--- config.mk ---
export PLATFORM = sky130hd
export DESIGN_NAME = bram_burst_rd_flat
export DESIGN_NICKNAME = d
export VERILOG_FILES = /design/src/rtl/bram_burst_rd_if.sv /design/src/rtl/bram_burst_rd.sv /design/src/flat_wrapper.sv
export SDC_FILE = /design/constraint.sdc
export NUM_CORES = 1
export LEC_CHECK = 0
export CORE_UTILIZATION = 55
export DETAILED_ROUTE_END_ITERATION = 8
export PLACE_DENSITY = 0.8
export SLEW_MARGIN = 30
export SYNTH_ARGS = -nofsm -noshare
export SYNTH_HDL_FRONTEND = slang
export SYNTH_SLANG_ARGS = --single-unit
--- constraint.sdc ---
create_clock -name clk -period 7.8 [get_ports clk]
set_input_delay 1.56 -clock clk [delete_from_list [all_inputs] [get_ports clk]]
set_output_delay 1.56 -clock clk [all_outputs]
set_load 0.05 [all_outputs]
--- src/rtl/bram_burst_rd_if.sv ---
// Burst-reader bundle: start/status, native BRAM read port and output stream.
// The master modport is the reader; the slave modport is its environment.
interface bram_burst_rd_if #(
  parameter int ADDR_W = 32,
  parameter int DATA_W = 32,
  parameter int LEN_W  = 16
);
  logic              start;
  logic [ADDR_W-1:0] start_addr;
  logic [LEN_W-1:0]  rd_len;
  logic              busy;
  logic              done;
  logic              ram_clk;
  logic              ram_rst;
  logic              ram_en;
  logic [ADDR_W-1:0] ram_addr;
  logic [DATA_W-1:0] ram_rd_data;
  logic [DATA_W-1:0] dout;
  logic              dout_valid;
  logic              dout_ready;

  modport master (
    input  start, start_addr, rd_len,
    input  ram_rd_data, dout_ready,
    output busy, done,
    output ram_clk, ram_rst, ram_en, ram_addr,
    output dout, dout_valid
  );

  modport slave (
    output start, start_addr, rd_len,
    output ram_rd_data, dout_ready,
    input  busy, done,
    input  ram_clk, ram_rst, ram_en, ram_addr,
    input  dout, dout_valid
  );
endinterface

--- src/rtl/bram_burst_rd.sv ---
// Burst reader for a native-port BRAM with latency absorption
// and a credit-managed output FIFO.
module bram_burst_rd #(
  parameter int ADDR_W     = 32,
  parameter int DATA_W     = 32,
  parameter int LEN_W      = 16,
  parameter int ADDR_STEP  = 4,
  parameter int RD_LAT     = 1,
  parameter int FIFO_DEPTH = 4
) (
  input logic clk,
  input logic rst_n,
  bram_burst_rd_if.master bus
);

  localparam int CNT_W = $clog2(FIFO_DEPTH + 1);
  localparam int PTR_W = (FIFO_DEPTH > 1) ? $clog2(FIFO_DEPTH) : 1;
  localparam logic [ADDR_W-1:0] STEP = ADDR_W'(ADDR_STEP);
  localparam logic [PTR_W-1:0] LAST = PTR_W'(FIFO_DEPTH - 1);

  typedef enum logic [1:0] {IDLE, READ, DRAIN} state_t;

  state_t            state;
  logic [ADDR_W-1:0] addr;
  logic [ADDR_W-1:0] ram_addr;
  logic [LEN_W-1:0]  remaining;
  logic [CNT_W-1:0]  outstanding;
  logic [CNT_W-1:0]  fifo_count;
  logic [PTR_W-1:0]  wr_ptr;
  logic [PTR_W-1:0]  rd_ptr;
  logic [DATA_W-1:0] mem [FIFO_DEPTH];
  logic [RD_LAT-1:0] vld_sr;
  logic              ram_en;
  logic              busy;
  logic              done;

  logic             push;
  logic             pop;
  logic             valid;
  logic             credit;
  logic             issue;
  logic             first;
  logic             en_next;
  logic [CNT_W:0]   inflight;
  logic [CNT_W:0]   limit;

  assign valid    = (fifo_count != '0);
  assign push     = vld_sr[RD_LAT-1];
  assign pop      = valid & bus.dout_ready;
  // A pop this cycle frees a slot in time for the word issued now.
  assign inflight = {1'b0, outstanding} + {1'b0, fifo_count};
  assign limit    = (CNT_W+1)'(FIFO_DEPTH) + {{CNT_W{1'b0}}, pop};
  assign credit   = (inflight < limit);
  assign issue    = (state == READ) & credit;
  assign first    = (state == IDLE) & bus.start & (bus.rd_len != '0);
  assign en_next  = issue | first;

  always_ff @(posedge clk or negedge rst_n) begin
    if (!rst_n) begin
      state     <= IDLE;
      addr      <= '0;
      ram_addr  <= '0;
      remaining <= '0;
      ram_en    <= 1'b0;
      busy      <= 1'b0;
      done      <= 1'b0;
    end else begin
      ram_en <= en_next;
      done   <= 1'b0;
      unique case (state)
        IDLE: begin
          if (first) begin
            ram_addr  <= bus.start_addr;
            addr      <= bus.start_addr + STEP;
            remaining <= bus.rd_len - 1'b1;
            busy      <= 1'b1;
            state     <= (bus.rd_len == LEN_W'(1)) ? DRAIN : READ;
          end else if (bus.start) begin
            done <= 1'b1;
          end
        end
        READ: begin
          if (issue) begin
            ram_addr  <= addr;
            addr      <= addr + STEP;
            remaining <= remaining - 1'b1;
            if (remaining == LEN_W'(1)) state <= DRAIN;
          end
        end
        DRAIN: begin
          if (outstanding == '0 && fifo_count == '0) begin
            state <= IDLE;
            busy  <= 1'b0;
            done  <= 1'b1;
          end
        end
        default: state <= IDLE;
      endcase
    end
  end

  always_ff @(posedge clk or negedge rst_n) begin
    if (!rst_n) begin
      vld_sr      <= '0;
      outstanding <= '0;
      fifo_count  <= '0;
      wr_ptr      <= '0;
      rd_ptr      <= '0;
      for (int i = 0; i < FIFO_DEPTH; i++) mem[i] <= '0;
    end else begin
      vld_sr      <= RD_LAT'({vld_sr, ram_en});
      outstanding <= outstanding + CNT_W'(en_next) - CNT_W'(push);
      fifo_count  <= fifo_count + CNT_W'(push) - CNT_W'(pop);
      if (push) begin
        mem[wr_ptr] <= bus.ram_rd_data;
        wr_ptr      <= (wr_ptr == LAST) ? '0 : wr_ptr + 1'b1;
      end
      if (pop) rd_ptr <= (rd_ptr == LAST) ? '0 : rd_ptr + 1'b1;
    end
  end

  assign bus.busy       = busy;
  assign bus.done       = done;
  assign bus.ram_clk    = clk;
  assign bus.ram_rst    = 1'b0;
  assign bus.ram_en     = ram_en;
  assign bus.ram_addr   = ram_addr;
  assign bus.dout       = mem[rd_ptr];
  assign bus.dout_valid = valid;

endmodule

--- src/flat_wrapper.sv ---
// flat-port wrapper written by rule: the top's interface ports become plain ports
module bram_burst_rd_flat 
#(
  parameter int ADDR_W     = 32,
  parameter int DATA_W     = 32,
  parameter int LEN_W      = 16,
  parameter int ADDR_STEP  = 4,
  parameter int RD_LAT     = 1,
  parameter int FIFO_DEPTH = 4
)
  (clk, rst_n, bus_start, bus_start_addr, bus_rd_len, bus_ram_rd_data, bus_dout_ready, bus_busy, bus_done, bus_ram_clk, bus_ram_rst, bus_ram_en, bus_ram_addr, bus_dout, bus_dout_valid);
  bram_burst_rd_if #(.ADDR_W(ADDR_W), .DATA_W(DATA_W), .LEN_W(LEN_W)) bus_i ();
  input logic clk;
  input logic rst_n;
  input wire logic [$bits(bus_i.start)-1:0] bus_start;
  input wire logic [$bits(bus_i.start_addr)-1:0] bus_start_addr;
  input wire logic [$bits(bus_i.rd_len)-1:0] bus_rd_len;
  input wire logic [$bits(bus_i.ram_rd_data)-1:0] bus_ram_rd_data;
  input wire logic [$bits(bus_i.dout_ready)-1:0] bus_dout_ready;
  output wire logic [$bits(bus_i.busy)-1:0] bus_busy;
  output wire logic [$bits(bus_i.done)-1:0] bus_done;
  output wire logic [$bits(bus_i.ram_clk)-1:0] bus_ram_clk;
  output wire logic [$bits(bus_i.ram_rst)-1:0] bus_ram_rst;
  output wire logic [$bits(bus_i.ram_en)-1:0] bus_ram_en;
  output wire logic [$bits(bus_i.ram_addr)-1:0] bus_ram_addr;
  output wire logic [$bits(bus_i.dout)-1:0] bus_dout;
  output wire logic [$bits(bus_i.dout_valid)-1:0] bus_dout_valid;
  assign bus_i.start = bus_start;
  assign bus_i.start_addr = bus_start_addr;
  assign bus_i.rd_len = bus_rd_len;
  assign bus_i.ram_rd_data = bus_ram_rd_data;
  assign bus_i.dout_ready = bus_dout_ready;
  assign bus_busy = bus_i.busy;
  assign bus_done = bus_i.done;
  assign bus_ram_clk = bus_i.ram_clk;
  assign bus_ram_rst = bus_i.ram_rst;
  assign bus_ram_en = bus_i.ram_en;
  assign bus_ram_addr = bus_i.ram_addr;
  assign bus_dout = bus_i.dout;
  assign bus_dout_valid = bus_i.dout_valid;
  bram_burst_rd #(.ADDR_W(ADDR_W), .DATA_W(DATA_W), .LEN_W(LEN_W), .ADDR_STEP(ADDR_STEP), .RD_LAT(RD_LAT), .FIFO_DEPTH(FIFO_DEPTH)) u_core (.clk(clk), .rst_n(rst_n), .bus(bus_i));
endmodule
Word level (Yosys, flattened, before mapping)
Cells that the tools add are included.

Add/sub/neg operators: 12. Magnitude comparators: 4. Bitwise gates (word level): 7. Reduce and logical (&&, ||, !) cells: 12. Multiplexer cells: 30. Equality and inequality tests: 10.

Operator list (count): $mux W32 (7); $bwmux W128 (1); $pmux W32 S2 (2); $add A32 B3 Y32 const B (2); $bmux W32 S2 (1); $demux W32 S2 (1); $eq A16 B1 Y1 const B (2); $mux W16 (2); $pmux W16 S2 (1); $sub A16 B1 Y16 const B (2); $reduce_bool A16 Y1 (1); $mux W2 (7); $add A3 B1 Y3 (2); $eq A2 B2 Y1 const B (3); $ge A3 B3 Y1 const B (2); $logic_not A3 Y1 (2); $ne A2 B1 Y1 const B (3); $not A2 Y3 (2); $pmux W2 S3 (1); $reduce_and A3 Y1 (2); $sub A3 B1 Y3 (2); $mux W1 (5); $add A2 B1 Y2 const B (2); $add A3 B1 Y4 const A (1); 13 further kinds (19).

Input port bits: 84. Output and inout bits: 70. Register bits after elaboration: 224.

Longest topological paths before layout
Gate-level depths: netlist of run 1.

Word-level depth: 8. Mapped depth: 16. Depth with buffers taken out: 12.

==> results.md, run 1 <==
- Crit Path Category: clk -> out
- 1st-pass router iterations: 7
- CTS tree: built
- Aggregate global-route resource usage: 26.23%
- Setup Total Neg Slack: 0 ns
- Initial Utilization: 56.80%
- First-pass GRT wire length: 45.73 mm
- Layout cell share with drive strength beyond 1: 19.22%
- Crit end category: output pin
- Synth Register Bits: 224
- Syn. warnings: 0
- Total of max-cap violations: 0
- R2R Path Start: u_core.state[1]
- Required time worst endpoint: 6.24 ns
- Measured slew at the worst slew-check pin: 0.9284 ns
- Internal power: 4307 µW
- PD cells: 533.9 nW/µm²
- Worst r2r path cells: 8
- CTS hold repair buffers: 0
- Pleak: 0.005851 µW
- Clk_lat worst skew: 0.63 ns
- Power share of the sequential group: 28.7%
- Pin count of the biggest net entering global routing: 103
- Gate power share: 53.2%
- Antenna violations before repair: 1
- Max-slew violation count: 0
- Synth Net Count: 1173
- Ys async rst share: 100.0%
- Final setup vio count: 0
- Remaining Overflow, GRT: 0
- Vias: 8952
- Synth top area cells: dfrtp_1 (48%), mux2_2 (13%), mux4_2 (6.2%)
- Critical Path End: bus_ram_clk
- Core Util, Final: 69.75%
- Filler cells: 1548
- IO buf count: 152
- Tot Pwr: 7632 µW
- Mapped Cells: 1068
- Post-DRT Antenna Nets: 0
- Mapped Area: 11640 µm²
- Share of the yosys chip area belonging to registers: 48.15%
- Hold Fails Final Rpt: 0
- Unrepaired setup endpoints after global routing: false
- WHS: 0.3729 ns
- DIE HEIGHT: 147.5 µm
- Die ar.: 21750 µm²
- Die X-Extent: 147.5 µm
- Yosys top cell area share: 48.15%
- Detailed-route DRC error count: 0
- Synth Flop Type: dfrtp_1
- Post-CTS Setup Inserts: 0
- Synth-to-layout area growth: 22.80%
- Avg Inst Size Synth: 10.90 µm²
- Fin nets: 1302
- Worst-path clk slew: 0.06 ns
- Dpl hpwl: 17.97 mm
- Slew margin rel.: 37.63%
- Multi-input logic area: 5689 µm²
- Core footprint: 20490 µm²
- Clk pwr share: 18.0%
- Vias per cell: 6.036
- Post-Route WL: 27.61 mm
- GPL Wtd Cong: 0.8533
- Post-cts resize count: 0
- Worst R2R End: u_core.addr[29]
- Routed len/inst: 18.62 µm
- Worst Setup Start Kind: clock port
- Io pins: 154
- Arrival time at the worst endpoint: 4.83 ns
- Run status: complete, no violations
- Hold Path Depth: 0
- Placed cell count: 1438
- Clock skew: 0.01247 ns
- Sw Share: 43.57%
- Area leader, netlist: dfrtp_1
- IR drop worst, VDD: 0.2998 mV
- Flop-to-flop setup slack: 3.89 ns
- Rows: 52
- Reg area: 5607 µm²
- Crit path launch: clk
- Initial DRC count: 606
- Post-Layout Cell Count: 1483
- Vias in the first global route: 8908
- EDFF count, synth: 0
- Worst Hold Class: reg -> reg
- Sw power: 3325 µW
- Yosys cell types: 67
- Critical path peak fanout: 2
-- layout by cell type (no fill, tap or decap), types with 11 or more instances in the layout --
master           count
mux4_2              32
inv_1               20
nand2_1            130
nor2_1              84
a31oi_1             17
a21oi_1             59
xnor2_1             11
ha_1                18
nor4_1              13
nor3_1              25
clkbuf_16           27
o21ai_0             51
a211oi_1            12
clkdlybuf4s50_1    151
nand3_1             20
mux2_2             134
mux2i_1             15
dfrtp_1            223
buf_4               12
-- per-stage QoR --
step | instance area (µm²) | setup slack, ns
after global placement | 13340 | 1.668
after CTS | 14290 | 1.403
after detailed placement | 13340 | 1.668
after floorplan | 11640 | 2.173
after global routing | 14290 | 1.400
final | 14300 | 1.409
-- power by group through the flow --
stage               Clock, µW  Sequential (µW)  Combinational (µW)
floorplan                27.6             2360                2790
CTS                      1400             2190                4080
global route             1450             2270                4380
detailed placement       29.6             2200                4060
finish                   1380             2190                4060
global placement         29.6             2160                3960
-- area by class of cell --
type	count	share of cell area, %
repair buffers	164	11.32
clock inverters	11	1.707
diodes	1	0.01751
flip-flops and latches	224	39.22
multi-input cells	758	39.80
clock buffers	34	5.024
well taps	270	2.363
inverters	21	0.5514
-- worst max-delay path: stages --
cell and delay [ns]:
clkbuf_16 0.12, clkbuf_16 0.13, clkdlybuf4s50_1 0.69
-- routing by layer --
layer / track usage (%) / share of wire (%) / wire length (µm)
met4: 8.299 / 2.1 / 592
met5: 0 / 0 / 0
met3: 3.333 / 5.5 / 1526
met1: 37.14 / 44 / 12160
met2: 42.31 / 48 / 13330
-- registers in the layout, indices dropped and copies added, names as in the netlist, 2 cells and up --
signal / count
u_core.state: 2
u_core.bus.ram_addr: 32
u_core.rd_ptr: 2
u_core.fifo_count: 3
u_core.wr_ptr: 2
u_core.remaining: 16
u_core.addr: 32
u_core.mem: 128
u_core.outstanding: 3
-- cell usage after synthesis, drive strengths merged, types with 4 or more instances --
cell / instances
a31oi: 17
a211oi: 12
and3: 10
a21oi: 59
nand3: 20
xnor2: 11
o22ai: 8
mux4: 32
o21bai: 8
and2: 6
mux2: 134
o21a: 7
mux2i: 17
nand2: 131
o31ai: 6
a22oi: 6
nor3b: 5
xor2: 8
o21ai: 52
ha: 18
dfrtp: 224
a22o: 4
nor2: 85
nor4: 13
nand4b: 4
o32ai: 4
nor3: 25
nand2b: 6
or3: 5
clkbuf: 32
buf: 33
inv: 21
-- cells by family after synthesis --
family          Yosys count  share of synthesized area, %
compound gates          210                         11.33
xor+xnor                 19                         1.429
fa+ha+maj                21                         2.451
buf+inv                  86                         3.052
flops                   224                         48.15
mux                     183                         20.83
other cells               1                       0.03221
simple gates            324                         12.73
-- how the worst min path moves through the flow --
stage / start / to / slack [ns]
floorplan: u_core.addr[0] / u_core.addr[0] / 0.45
global placement: u_core.bus.ram_en / u_core.push / 0.36
finish: u_core.bus.ram_en / u_core.push / 0.37
CTS: u_core.bus.ram_en / u_core.push / 0.37
detailed placement: u_core.bus.ram_en / u_core.push / 0.36
global route: u_core.bus.ram_en / u_core.push / 0.39
Note: power is estimated with default switching activity, not from simulation.
==> inputs of run 2 (changes only) <==
--- a/config.mk
+++ b/config.mk
@@ -5,9 +5,9 @@
 export SDC_FILE = /design/constraint.sdc
 export NUM_CORES = 1
 export LEC_CHECK = 0
-export CORE_UTILIZATION = 55
+export CORE_UTILIZATION = 50
 export DETAILED_ROUTE_END_ITERATION = 8
-export PLACE_DENSITY = 0.8
+export PLACE_DENSITY = 0.76
 export SLEW_MARGIN = 30
 export SYNTH_ARGS = -nofsm -noshare
 export SYNTH_HDL_FRONTEND = slang
==> constraint.sdc (replaced) <==
create_clock -name clk -period 5.8 [get_ports clk]
set_input_delay 1.16 -clock clk [delete_from_list [all_inputs] [get_ports clk]]
set_output_delay 1.16 -clock clk [all_outputs]
set_load 0.05 [all_outputs]
==> results.md, run 2 (synthesis gave the netlist of run 1 again) <==
- Worst Hold Class: reg -> reg
- Antenna violations before repair: 1
- Worst slack, placed: 1.068 ns
- Clk_lat worst skew: 0.63 ns
- Arrival time at the worst endpoint: 3.83 ns
- Remaining Overflow, GRT: 0
- Worst Setup Start Kind: clock port
- Clock skew: 0.01076 ns
- PD cells: 708.1 nW/µm²
- Die X-Extent: 154.6 µm
- Pin count of the biggest net entering global routing: 132
- GPL Wtd Cong: 0.8058
- IO buf count: 152
- Post-Route WL: 27.52 mm
- Final worst setup slack: 0.8068 ns
- Hold Path Depth: 0
- Dpl hpwl: 18.20 mm
- Flop-to-flop setup slack: 2.12 ns
- Hold Fails Final Rpt: 0
- Crit end category: output pin
- Worst-path clk slew: 0.06 ns
- Aggregate global-route resource usage: 23.73%
- Initial Utilization: 51.26%
- Setup Total Neg Slack: 0 ns
- Slew margin rel.: 43.08%
- Largest Register: u_core.mem
- Pleak: 0.005831 µW
- Unrepaired setup endpoints after global routing: false
- R2R Path Start: u_core.state[1]
- Synth-to-layout area growth: 22.37%
- Hold path endpoint: u_core.push
- DIE HEIGHT: 154.6 µm
- Max-slew violation count: 0
- Io pins: 154
- Post-CTS Setup Inserts: 0
- 1st-pass router iterations: 5
- Commonest non-fill, non-tap cell in the layout: dfrtp_1
- Routed len/inst: 18.33 µm
- Detailed-route DRC error count: 0
- Vias per cell: 5.901
- Largest regs: u_core.mem (128), u_core.addr (32), u_core.bus.ram_addr (32)
- CTS tree: built
- Vias: 8857
- Die ar.: 23900 µm²
- Post-DRT Antenna Nets: 0
- Rows: 55
- Initial DRC count: 482
- Number of flip-flops in the largest register: 128
- Post-cts resize count: 0
- Core footprint: 22710 µm²
- Hold wc startpoint: u_core.bus.ram_en
- Measured slew at the worst slew-check pin: 0.8472 ns
- Layout cell share with drive strength beyond 1: 19.34%
- Run status: complete, no violations
- Most frequent cells in the layout: dfrtp_1 (223), clkdlybuf4s50_1 (151), mux2_2 (134)
- Final setup vio count: 0
- Crit Path Category: clk -> out
- Required time worst endpoint: 4.64 ns
- IR drop worst, VDD: 0.4179 mV
- CTS hold repair buffers: 0
- Total of max-cap violations: 0
- Worst r2r path cells: 8
- Fin nets: 1302
- First-pass GRT wire length: 45.35 mm
- Vias in the first global route: 8816
- Critical path peak fanout: 2
- Worst R2R End: u_core.addr[29]
run 2: cell types whose count changed in the layout (fill, tap and decap cells not counted):
cell | previous run | this run
clkbuf_8 | 1 | 7
clkinv_2 | 2 | 5
clkinvlp_4 | 1 | 0
clkbuf_16 | 27 | 28
clkbuf_1 | 5 | 6
clkinv_8 | 1 | 0
bufinv_16 | 7 | 1
buf_12 | 0 | 1
buf_6 | 1 | 0
run 2: worst max-delay path, cell delays in order:
cell and delay, ns:
clkbuf_16 0.12, clkbuf_16 0.13, clkdlybuf4s50_1 0.69
run 2: worst max-delay path by stage:
stage | startpoint | end | slack, ns | cells past startpoint
2_1_floorplan | clk | bus_ram_clk | 1.57 | 1
3_3_place_gp | clk | bus_ram_clk | 1.07 | 1
3_5_place_dp | clk | bus_ram_clk | 1.07 | 1
4_1_cts | clk | bus_ram_clk | 0.80 | 3
5_1_grt | clk | bus_ram_clk | 0.79 | 3
6_report | clk | bus_ram_clk | 0.81 | 3
run 2: layout make-up:
type / count / area [µm²]
clock buffer: 42 / 829.5
multi-input combinational: 758 / 5689
tap: 285 / 356.6
timing repair buffer: 164 / 1627
antenna: 1 / 2.502
clock inverter: 6 / 55.05
fill: 1815 / 8464
sequential: 224 / 5607
inverter: 21 / 78.83
run 2: layer usage:
layer | GRT usage (%) | up-vias | routed length [µm]
li1 | - | 4148 | -
met1 | 32.01 | 4414 | 12380
met2 | 39.32 | 253 | 13150
met3 | 3.558 | 42 | 1330
met4 | 8.109 | 0 | 656
met5 | 0 | - | 0
run 2: power by group:
group          internal (µW)  switching, µW
clock                   1020            657
combinational           2230           3220
sequential              2390            570
run 2: stage by stage:
step	util (%)	hold WS (ns)	std cells	total power, µW	instance area (µm²)
detailed placement	58.87	0.3617	1453	8469	13370
global placement	58.87	0.3639	1453	8297	13370
global route	62.72	0.4045	1500	10720	14240
finish	62.73	0.3727	1501	10090	14240
CTS	62.72	0.3752	1500	10140	14240
floorplan	-	0.4455	1068	6961	11640
